==> config.mk <==
export PLATFORM = sky130hd
export DESIGN_NAME = ins_decode_unit_flat
export DESIGN_NICKNAME = d
export VERILOG_FILES = /design/src/rtl/ins_decode_unit_if.sv /design/src/rtl/ins_decode_unit.sv /design/src/flat_wrapper.sv
export SDC_FILE = /design/constraint.sdc
export NUM_CORES = 2
export LEC_CHECK = 0
export CORE_MARGIN = 4
export CORE_UTILIZATION = 65
export CTS_CLUSTER_SIZE = 20
export DETAILED_ROUTE_END_ITERATION = 10
export GPL_ROUTABILITY_DRIVEN = 0
export HOLD_SLACK_MARGIN = 0.03
export PLACE_DENSITY = 0.84
export SLEW_MARGIN = 5
export SYNTH_ARGS = -nofsm -noshare
export SYNTH_HDL_FRONTEND = slang
export SYNTH_SLANG_ARGS = --single-unit
export TNS_END_PERCENT = 5
==> constraint.sdc <==
create_clock -name clock -period 6.2 [get_ports clock]
set_input_delay 1.55 -clock clock [delete_from_list [all_inputs] [get_ports clock]]
set_output_delay 1.55 -clock clock [all_outputs]
set_load 0.02 [all_outputs]
==> src/rtl/ins_decode_unit_if.sv <==
// ins_decode_unit_if: bundles the fetch-side, write-back and ID/EX signals of
// the decode stage.
//   master : fetch / write-back / testbench side (drives *_in, reads *_out)
//   slave  : the decode unit itself
interface ins_decode_unit_if #(
  parameter int reg_width = 32,
  parameter int bus_width = 32,
  parameter int reg_count = 32
);
  localparam int aw = $clog2(reg_count);

  logic [bus_width-1:0] ins_in;
  logic [bus_width-1:0] npc_in;
  logic                 valid_in;
  logic                 freeze_in;
  logic                 flush_in;
  logic                 wb_en_in;
  logic [aw-1:0]        wb_addr_in;
  logic [reg_width-1:0] wb_data_in;

  logic                 stall_out;
  logic                 valid_out;
  logic [5:0]           opcode_out;
  logic [4:0]           rd_out;
  logic [reg_width-1:0] a_out;
  logic [reg_width-1:0] b_out;
  logic [reg_width-1:0] imm_out;
  logic [bus_width-1:0] npc_out;

  modport master (
    output ins_in, npc_in, valid_in, freeze_in, flush_in,
           wb_en_in, wb_addr_in, wb_data_in,
    input  stall_out, valid_out, opcode_out, rd_out,
           a_out, b_out, imm_out, npc_out
  );

  modport slave (
    input  ins_in, npc_in, valid_in, freeze_in, flush_in,
           wb_en_in, wb_addr_in, wb_data_in,
    output stall_out, valid_out, opcode_out, rd_out,
           a_out, b_out, imm_out, npc_out
  );
endinterface

==> src/rtl/ins_decode_unit.sv <==
// ins_decode_unit: instruction decode pipeline stage.
//   clock, reset : rising-edge clock, synchronous active-high reset
//   bus (slave)  : fetch inputs (ins/npc/valid/freeze/flush), register
//                  write-back port, stall_out to fetch, registered ID/EX
//                  outputs (valid, opcode, rd, a, b, imm, npc).
// Holds an IF/ID register, decodes it, reads the register file (with
// write-through bypass) and registers the result into ID/EX. A load in ID/EX
// whose destination is read by the IF/ID instruction stalls for one cycle.
module ins_decode_unit #(
  parameter int reg_width = 32,
  parameter int bus_width = 32,
  parameter int reg_count = 32
) (
  input logic             clock,
  input logic             reset,
  ins_decode_unit_if.slave bus
);
  localparam int aw = $clog2(reg_count);

  localparam logic [5:0] op_ralu   = 6'h00;
  localparam logic [5:0] op_ialu   = 6'h08;
  localparam logic [5:0] op_load   = 6'h20;
  localparam logic [5:0] op_store  = 6'h28;
  localparam logic [5:0] op_branch = 6'h04;
  localparam logic [5:0] op_jump   = 6'h02;

  // IF/ID
  logic [bus_width-1:0] ifid_ins_q, ifid_ins_d;
  logic [bus_width-1:0] ifid_npc_q, ifid_npc_d;
  logic                 ifid_vld_q, ifid_vld_d;

  // ID/EX
  logic                 valid_q, valid_d;
  logic [5:0]           opcode_q, opcode_d;
  logic [4:0]           rd_q, rd_d;
  logic [reg_width-1:0] a_q, a_d, b_q, b_d, imm_q, imm_d;
  logic [bus_width-1:0] npc_q, npc_d;

  logic [reg_width-1:0] regs_q [reg_count];
  logic [reg_width-1:0] regs_d [reg_count];

  // Decode of the IF/ID instruction
  logic [5:0]           opc;
  logic [4:0]           rs1, rs2;
  logic                 use_rs1, use_rs2;
  logic [4:0]           dec_rd;
  logic [reg_width-1:0] dec_imm, rdata_a, rdata_b;
  logic                 stall;

  assign opc = ifid_ins_q[31:26];
  assign rs1 = ifid_ins_q[25:21];
  assign rs2 = ifid_ins_q[20:16];

  always_comb begin
    use_rs1 = 1'b0;
    use_rs2 = 1'b0;
    dec_rd  = '0;
    dec_imm = '0;
    case (opc)
      op_ralu: begin
        use_rs1 = 1'b1;
        use_rs2 = 1'b1;
        dec_rd  = ifid_ins_q[15:11];
      end
      op_ialu, op_load: begin
        use_rs1 = 1'b1;
        dec_rd  = ifid_ins_q[20:16];
        dec_imm = {{(reg_width-16){ifid_ins_q[15]}}, ifid_ins_q[15:0]};
      end
      op_store: begin
        use_rs1 = 1'b1;
        use_rs2 = 1'b1;
        dec_imm = {{(reg_width-16){ifid_ins_q[15]}}, ifid_ins_q[15:0]};
      end
      op_branch: begin
        use_rs1 = 1'b1;
        dec_imm = {{(reg_width-16){ifid_ins_q[15]}}, ifid_ins_q[15:0]};
      end
      op_jump: dec_imm = {{(reg_width-26){ifid_ins_q[25]}}, ifid_ins_q[25:0]};
      default: ; // unknown opcode travels as a NOP
    endcase
  end

  // Register read; a same-cycle write-back to the read address wins.
  always_comb begin
    rdata_a = '0;
    rdata_b = '0;
    if (rs1 != '0) begin
      if (bus.wb_en_in && bus.wb_addr_in == rs1[aw-1:0]) rdata_a = bus.wb_data_in;
      else                                                rdata_a = regs_q[rs1[aw-1:0]];
    end
    if (rs2 != '0) begin
      if (bus.wb_en_in && bus.wb_addr_in == rs2[aw-1:0]) rdata_b = bus.wb_data_in;
      else                                                rdata_b = regs_q[rs2[aw-1:0]];
    end
  end

  // Load-use hazard: the bubble it inserts clears valid_q, so it self-ends.
  assign stall = ifid_vld_q && valid_q && (opcode_q == op_load) && (rd_q != '0) &&
                 ((use_rs1 && rs1 == rd_q) || (use_rs2 && rs2 == rd_q));

  always_comb begin
    ifid_ins_d = ifid_ins_q;
    ifid_npc_d = ifid_npc_q;
    ifid_vld_d = ifid_vld_q;
    if (bus.flush_in) begin
      ifid_vld_d = 1'b0;
    end else if (!stall && !bus.freeze_in) begin
      ifid_ins_d = bus.ins_in;
      ifid_npc_d = bus.npc_in;
      ifid_vld_d = bus.valid_in;
    end else if (!stall) begin
      // Frozen: IF/ID moves to ID/EX this edge, so mark it consumed to
      // avoid issuing the same instruction twice.
      ifid_vld_d = 1'b0;
    end
  end

  always_comb begin
    valid_d  = valid_q;
    opcode_d = opcode_q;
    rd_d     = rd_q;
    a_d      = a_q;
    b_d      = b_q;
    imm_d    = imm_q;
    npc_d    = npc_q;
    if (bus.flush_in || stall) begin
      valid_d = 1'b0;
    end else begin
      valid_d  = ifid_vld_q;
      opcode_d = opc;
      rd_d     = dec_rd;
      a_d      = rdata_a;
      b_d      = rdata_b;
      imm_d    = dec_imm;
      npc_d    = ifid_npc_q;
    end
  end

  always_comb begin
    regs_d = regs_q;
    if (bus.wb_en_in && bus.wb_addr_in != '0) regs_d[bus.wb_addr_in] = bus.wb_data_in;
  end

  always_ff @(posedge clock) begin
    if (reset) begin
      ifid_ins_q <= '0;
      ifid_npc_q <= '0;
      ifid_vld_q <= 1'b0;
      valid_q    <= 1'b0;
      opcode_q   <= '0;
      rd_q       <= '0;
      a_q        <= '0;
      b_q        <= '0;
      imm_q      <= '0;
      npc_q      <= '0;
      for (int i = 0; i < reg_count; i++) regs_q[i] <= '0;
    end else begin
      ifid_ins_q <= ifid_ins_d;
      ifid_npc_q <= ifid_npc_d;
      ifid_vld_q <= ifid_vld_d;
      valid_q    <= valid_d;
      opcode_q   <= opcode_d;
      rd_q       <= rd_d;
      a_q        <= a_d;
      b_q        <= b_d;
      imm_q      <= imm_d;
      npc_q      <= npc_d;
      regs_q     <= regs_d;
    end
  end

  assign bus.stall_out  = stall;
  assign bus.valid_out  = valid_q;
  assign bus.opcode_out = opcode_q;
  assign bus.rd_out     = rd_q;
  assign bus.a_out      = a_q;
  assign bus.b_out      = b_q;
  assign bus.imm_out    = imm_q;
  assign bus.npc_out    = npc_q;
endmodule

==> src/flat_wrapper.sv <==
// flat-port wrapper written by rule: the top's interface ports become plain ports
module ins_decode_unit_flat 
#(
  parameter int reg_width = 32,
  parameter int bus_width = 32,
  parameter int reg_count = 32
)
  (clock, reset, bus_ins_in, bus_npc_in, bus_valid_in, bus_freeze_in, bus_flush_in, bus_wb_en_in, bus_wb_addr_in, bus_wb_data_in, bus_stall_out, bus_valid_out, bus_opcode_out, bus_rd_out, bus_a_out, bus_b_out, bus_imm_out, bus_npc_out);
  ins_decode_unit_if #(.reg_width(reg_width), .bus_width(bus_width), .reg_count(reg_count)) bus_i ();
  input logic clock;
  input logic reset;
  input wire logic [$bits(bus_i.ins_in)-1:0] bus_ins_in;
  input wire logic [$bits(bus_i.npc_in)-1:0] bus_npc_in;
  input wire logic [$bits(bus_i.valid_in)-1:0] bus_valid_in;
  input wire logic [$bits(bus_i.freeze_in)-1:0] bus_freeze_in;
  input wire logic [$bits(bus_i.flush_in)-1:0] bus_flush_in;
  input wire logic [$bits(bus_i.wb_en_in)-1:0] bus_wb_en_in;
  input wire logic [$bits(bus_i.wb_addr_in)-1:0] bus_wb_addr_in;
  input wire logic [$bits(bus_i.wb_data_in)-1:0] bus_wb_data_in;
  output wire logic [$bits(bus_i.stall_out)-1:0] bus_stall_out;
  output wire logic [$bits(bus_i.valid_out)-1:0] bus_valid_out;
  output wire logic [$bits(bus_i.opcode_out)-1:0] bus_opcode_out;
  output wire logic [$bits(bus_i.rd_out)-1:0] bus_rd_out;
  output wire logic [$bits(bus_i.a_out)-1:0] bus_a_out;
  output wire logic [$bits(bus_i.b_out)-1:0] bus_b_out;
  output wire logic [$bits(bus_i.imm_out)-1:0] bus_imm_out;
  output wire logic [$bits(bus_i.npc_out)-1:0] bus_npc_out;
  assign bus_i.ins_in = bus_ins_in;
  assign bus_i.npc_in = bus_npc_in;
  assign bus_i.valid_in = bus_valid_in;
  assign bus_i.freeze_in = bus_freeze_in;
  assign bus_i.flush_in = bus_flush_in;
  assign bus_i.wb_en_in = bus_wb_en_in;
  assign bus_i.wb_addr_in = bus_wb_addr_in;
  assign bus_i.wb_data_in = bus_wb_data_in;
  assign bus_stall_out = bus_i.stall_out;
  assign bus_valid_out = bus_i.valid_out;
  assign bus_opcode_out = bus_i.opcode_out;
  assign bus_rd_out = bus_i.rd_out;
  assign bus_a_out = bus_i.a_out;
  assign bus_b_out = bus_i.b_out;
  assign bus_imm_out = bus_i.imm_out;
  assign bus_npc_out = bus_i.npc_out;
  ins_decode_unit #(.reg_width(reg_width), .bus_width(bus_width), .reg_count(reg_count)) u_core (.clock(clock), .reset(reset), .bus(bus_i));
endmodule
* Word level (Yosys, flattened, before mapping) *
Index checks and enable logic that the tools add are counted.

word-level totals
  bits in registers = 1229
  bits of input ports = 107
  output and inout port bits = 141
  word-level logic and storage cells = 107

cells by class
  order comparisons = 4
  equal/unequal tests = 11
  muxes and demuxes = 19
  bitwise gates (word level) = 4
  reduce and logical (&&, ||, !) cells = 27

operator list
  cell                count
  $bwmux 1024         1
  $bmux 32 s5         2
  $mux 32             9
  $demux 32 s5        1
  $pmux 32 s2         1
  $eq 5x5->1          4
  $reduce_bool 5->1   4
  $eq 6x6->1 const B  3
  $ge 6x6->1 const B  3
  $not 5->6           3
  $logic_and 1x1->1   11
  $pmux 5 s2          1
  $reduce_or 2->1     4
  $eq 6x2->1 const B  1
  $eq 6x3->1 const B  1
  $eq 6x4->1 const B  1
  $logic_not 6->1     1
  $lt 6x1->1 const B  1
  $reduce_or 5->1     1
  $mux 1              4
  $reduce_or 4->1     1
  $logic_not 1->1     2
  $logic_or 1x1->1    2
  $ne 2x2->1 const B  1
  2 further kinds     2

* Depth between registers and ports, before layout *
  depth in word-level cells = 9
  mapped depth = 11
  gate-level depth less buffers = 7

* Least setup slack after synthesis *
No wires, ideal clock.

  kind = register to output
  start point = register u_core.ifid_ins_q[21]
  end point = output bus_stall_out
  arrival time = 1.795 ns
  required time = 4.650 ns
  slack = 2.855 ns
  stages on the path, launching flop included = 10
  path buffers = 5
  path through = dfxtp_1 clkbuf_2 buf_6 xor2_1 nor4_1 o221ai_2 inv_2 buf_4 buf_2 buf_2

between the ends
  longest elaborated chain between the ends = 4

ends and longest elaborated chain
  what                      line                    source
  start: declaration        ins_decode_unit.sv:28   logic [bus_width-1:0] ifid_ins_q, ifid_ins_d;
  start signal: assignment  ins_decode_unit.sv:159  ifid_ins_q <= ifid_ins_d;
  $eq 5x5->1                ins_decode_unit.sv:100  ((use_rs1 && rs1 == rd_q) || (use_rs2 && rs2 == rd_q));
  $logic_and 1x1->1         ins_decode_unit.sv:100
  $logic_or 1x1->1          ins_decode_unit.sv:100
  $logic_and 1x1->1         ins_decode_unit.sv:99   assign stall = ifid_vld_q && valid_q && (opcode_q == op_load) && (rd_q != '0) &&
  end: declaration          flat_wrapper.sv:20      output wire logic [$bits(bus_i.stall_out)-1:0] bus_stall_out;

Every way passes these cells.

* Final worst setup path *
  start point = register u_core.ifid_ins_q[23]
  end point = output bus_stall_out

Same word-level chain as after synthesis.

==> run metrics <==
outcome completed; WL/cell 27.6 um; Cell Rows about 110; sequential area share after synthesis between 40% and 50%; CTS Root Cell clkbuf_16; Crit path max-delay family buffers and inverters; worst skew pair latency approximately 0.75 ns; reg2reg setup slack 1.78 ns; Synth Instances ~6600; CTS tree done; H-Tree Level Count 3; die extent in y slightly above 300 um; CP Buf/Inv Count 2; initial antenna violation count 9; Synth warnings 0; area delta synth->final 11.1%; maximum VDD drop roughly 0.00027 V; fin crit period slightly above 5 ns; drc violations 0; CTS clock-pin slew for the worst setup and hold paths approximately 0.06 ns; Slew Limit Fails 0; PwrDens around 260 mW/mm^2; vias in the first global route around 53000; total routed wirelength approximately 210 mm; Yosys reg bits 1223; TritonCTS sink count roughly 1200; CP arrival between 3 and 4 ns; Top Ports 248; maximum buffer depth of the clock tree 3; R2R Path Start u_core.ifid_ins_q[18]$_SDFFE_PP0P_; setup violators final 0; dpl hpwl about 120 mm; CTS resizes 0; core area 0.0917 mm^2; Final Util 72.8%; critical path class register to output pin; Synth async-reset ratio 0%; relative slew slack 2.42%; leak pwr roughly 20 nW; Worst Setup Start Kind register; setup_tns 0 ns; worst slew pin tran around 1.5 ns; hold endpoint u_core.bus.npc_out[30]$_SDFFE_PP0N_; chip width just over 300 um; # nets final 6464; port bufs about 250; DIE AREA 0.0973 mm^2; Max-cap violations 0; Starting DRT DRC Count around 11000; hold_buf cts 0; share of cells above drive strength 1 16.1%; EDFF count, synth 0; gr usage total around two fifths; syn nets roughly 6700; Top FF cell, synth dfxtp_1; Syn Area/Cell 9.09 um^2; length in cells of the worst reg-to-reg path 8; fmax 0.194 GHz; commonest non-fill, non-tap cell in the layout nand2_1; Final Hold Fails 0; Hold Path Stages 2; Vias between 50000 and 60000; RSZ-0062 raised after global routing no; Critical Path Slowest Stage Cell dfxtp_4; Crit path required time approximately 4.7 ns; global-route wire length before repair 316 mm; CP max stage delay approximately 0.89 ns; reg2reg end u_core.bus.b_out[4]$_SDFFE_PP0N_; clk_skew around 0.034 ns; worst min-delay path category register to register; Post-Syn Area about 0.06 mm^2; CTS Buf Count 121; commonest cells after routing, fill and taps aside 2033 x nand2_1, 1217 x dfxtp_1, 1128 x a21oi_1, 504 x mux4_2, 242 x clkdlybuf4s50_1; Hold Path Origin u_core.ifid_npc_q[30]$_SDFFE_PP0P_; CP Cell Sequence xnor2_1 -> nand3_1 -> nor4_1 -> o221ai_4 -> inv_6 -> clkdlybuf4s50_1; DRT antenna net count 0; largest net degree at the start of global routing approximately 240; final global-route overflow total 0; fin cells around 7700; Placed Cells roughly 7400; Initial Util roughly two thirds; Tcrit/Tclk final just over 80%; post-CTS setup buffers 0; Crit Path Max Fanout 44; Critical Path End Type output pin; Yosys cell types between 40 and 50; Pre-antenna DRT Iters 9; drt via density between 7 and 8
-- final cells by class --
cell class                      instances  area (um^2)
Antenna cell                            9         22.5
Clock buffer                          169         3590
Clock inverter                         60          842
Fill cell                            6137        24900
Inverter                                6         30.0
Multi-Input combinational cell       4628        32700
Sequential cell                      1223        24500
Tap cell                             1186         1480
Timing Repair Buffer                  377         3560
-- worst max-delay path by stage --
stage / startpoint / cells past startpoint / to
after CTS: u_core.ifid_ins_q[21]$_SDFFE_PP0P_ / 5 / bus_stall_out
after detailed placement: bus_wb_addr_in[3] / 6 / u_core.regs_q[369]$_SDFFE_PP0P_
after global routing: u_core.ifid_ins_q[21]$_SDFFE_PP0P_ / 5 / bus_stall_out
after floorplan: u_core.ifid_ins_q[21]$_SDFFE_PP0P_ / 9 / bus_stall_out
final: u_core.ifid_ins_q[23]$_SDFFE_PP0P_ / 6 / bus_stall_out
after global placement: bus_wb_addr_in[3] / 7 / u_core.regs_q[494]$_SDFFE_PP0P_
-- tightest hold or removal path: stages, from the launching register on --
cell     delay [ns]
dfxtp_1        0.31
nand3_1        0.06
a21oi_1        0.05
-- cell usage after synthesis (all sizes together), types with 7 or more instances --
| cell type | n | area (um^2) |
|---|---|---|
| o22ai | 73 | 457 |
| mux2i | 145 | 1450 |
| nand4 | 23 | 144 |
| a221oi | 62 | 543 |
| clkbuf | 569 | 2160 |
| a2111oi | 14 | 123 |
| o21ai | 61 | 305 |
| buf | 179 | 1020 |
| nor2b | 32 | 200 |
| nand4b | 65 | 569 |
| nor3b | 7 | 52.6 |
| dfxtp | 1223 | 24500 |
| xnor2 | 19 | 166 |
| nor4 | 64 | 415 |
| a221o | 62 | 621 |
| nand3 | 42 | 210 |
| nor3 | 18 | 90.1 |
| mux4 | 504 | 11400 |
| nand2 | 2033 | 7630 |
| o31ai | 65 | 488 |
| a21oi | 1129 | 5650 |
| nor2 | 41 | 154 |
| mux2 | 128 | 1440 |
-- sequential cells by signal, summed over array words and instances (netlist names) --
| register | count |
|---|---|
| u_core.bus.opcode_out | 6 |
| u_core.bus.valid_out | 1 |
| u_core.bus.imm_out | 26 |
| u_core.bus.rd_out | 5 |
| u_core.bus.a_out | 32 |
| u_core.regs_q | 1024 |
| u_core.bus.npc_out | 32 |
| u_core.ifid_ins_q | 32 |
| u_core.bus.b_out | 32 |
| u_core.ifid_npc_q | 32 |
| u_core.ifid_vld_q | 1 |
-- power by group --
group          switching (mW)  total [mW]  internal (mW)
sequential             0.0919        8.03           7.93
clock                    3.36        8.15           4.79
combinational           0.827        1.22          0.393
total                    4.28        17.4           13.1
-- metal layers --
layer	vias to the layer above	track usage, %	wire length, um
met5	-	0	108
met4	8	24.6	14800
met3	1283	16.5	36100
met2	5196	60.1	89600
met1	26400	53.0	70700
li1	22900	-	-
-- logic make-up after synthesis --
family,synth area share [%]
muxes,23.7
DFF,40.8
AOI/OAI and AO/OA,13.7
buffers and inverters,5.33
and+or+nand+nor,16.2
xor gates and xnor gates,0.306
-- through the flow --
step	cell area, um^2	hold WS (ns)	total power, mW	setup WS, ns
global route	66700	0.477	17.7	0.914
finish	66700	0.465	17.4	1.05
detailed placement	62300	0.456	9.35	1.53
global placement	62300	0.448	9.33	1.60
floorplan	60100	0.443	8.96	2.85
CTS	66700	0.465	17.3	1.07
(Power assumes the default switching activity.)
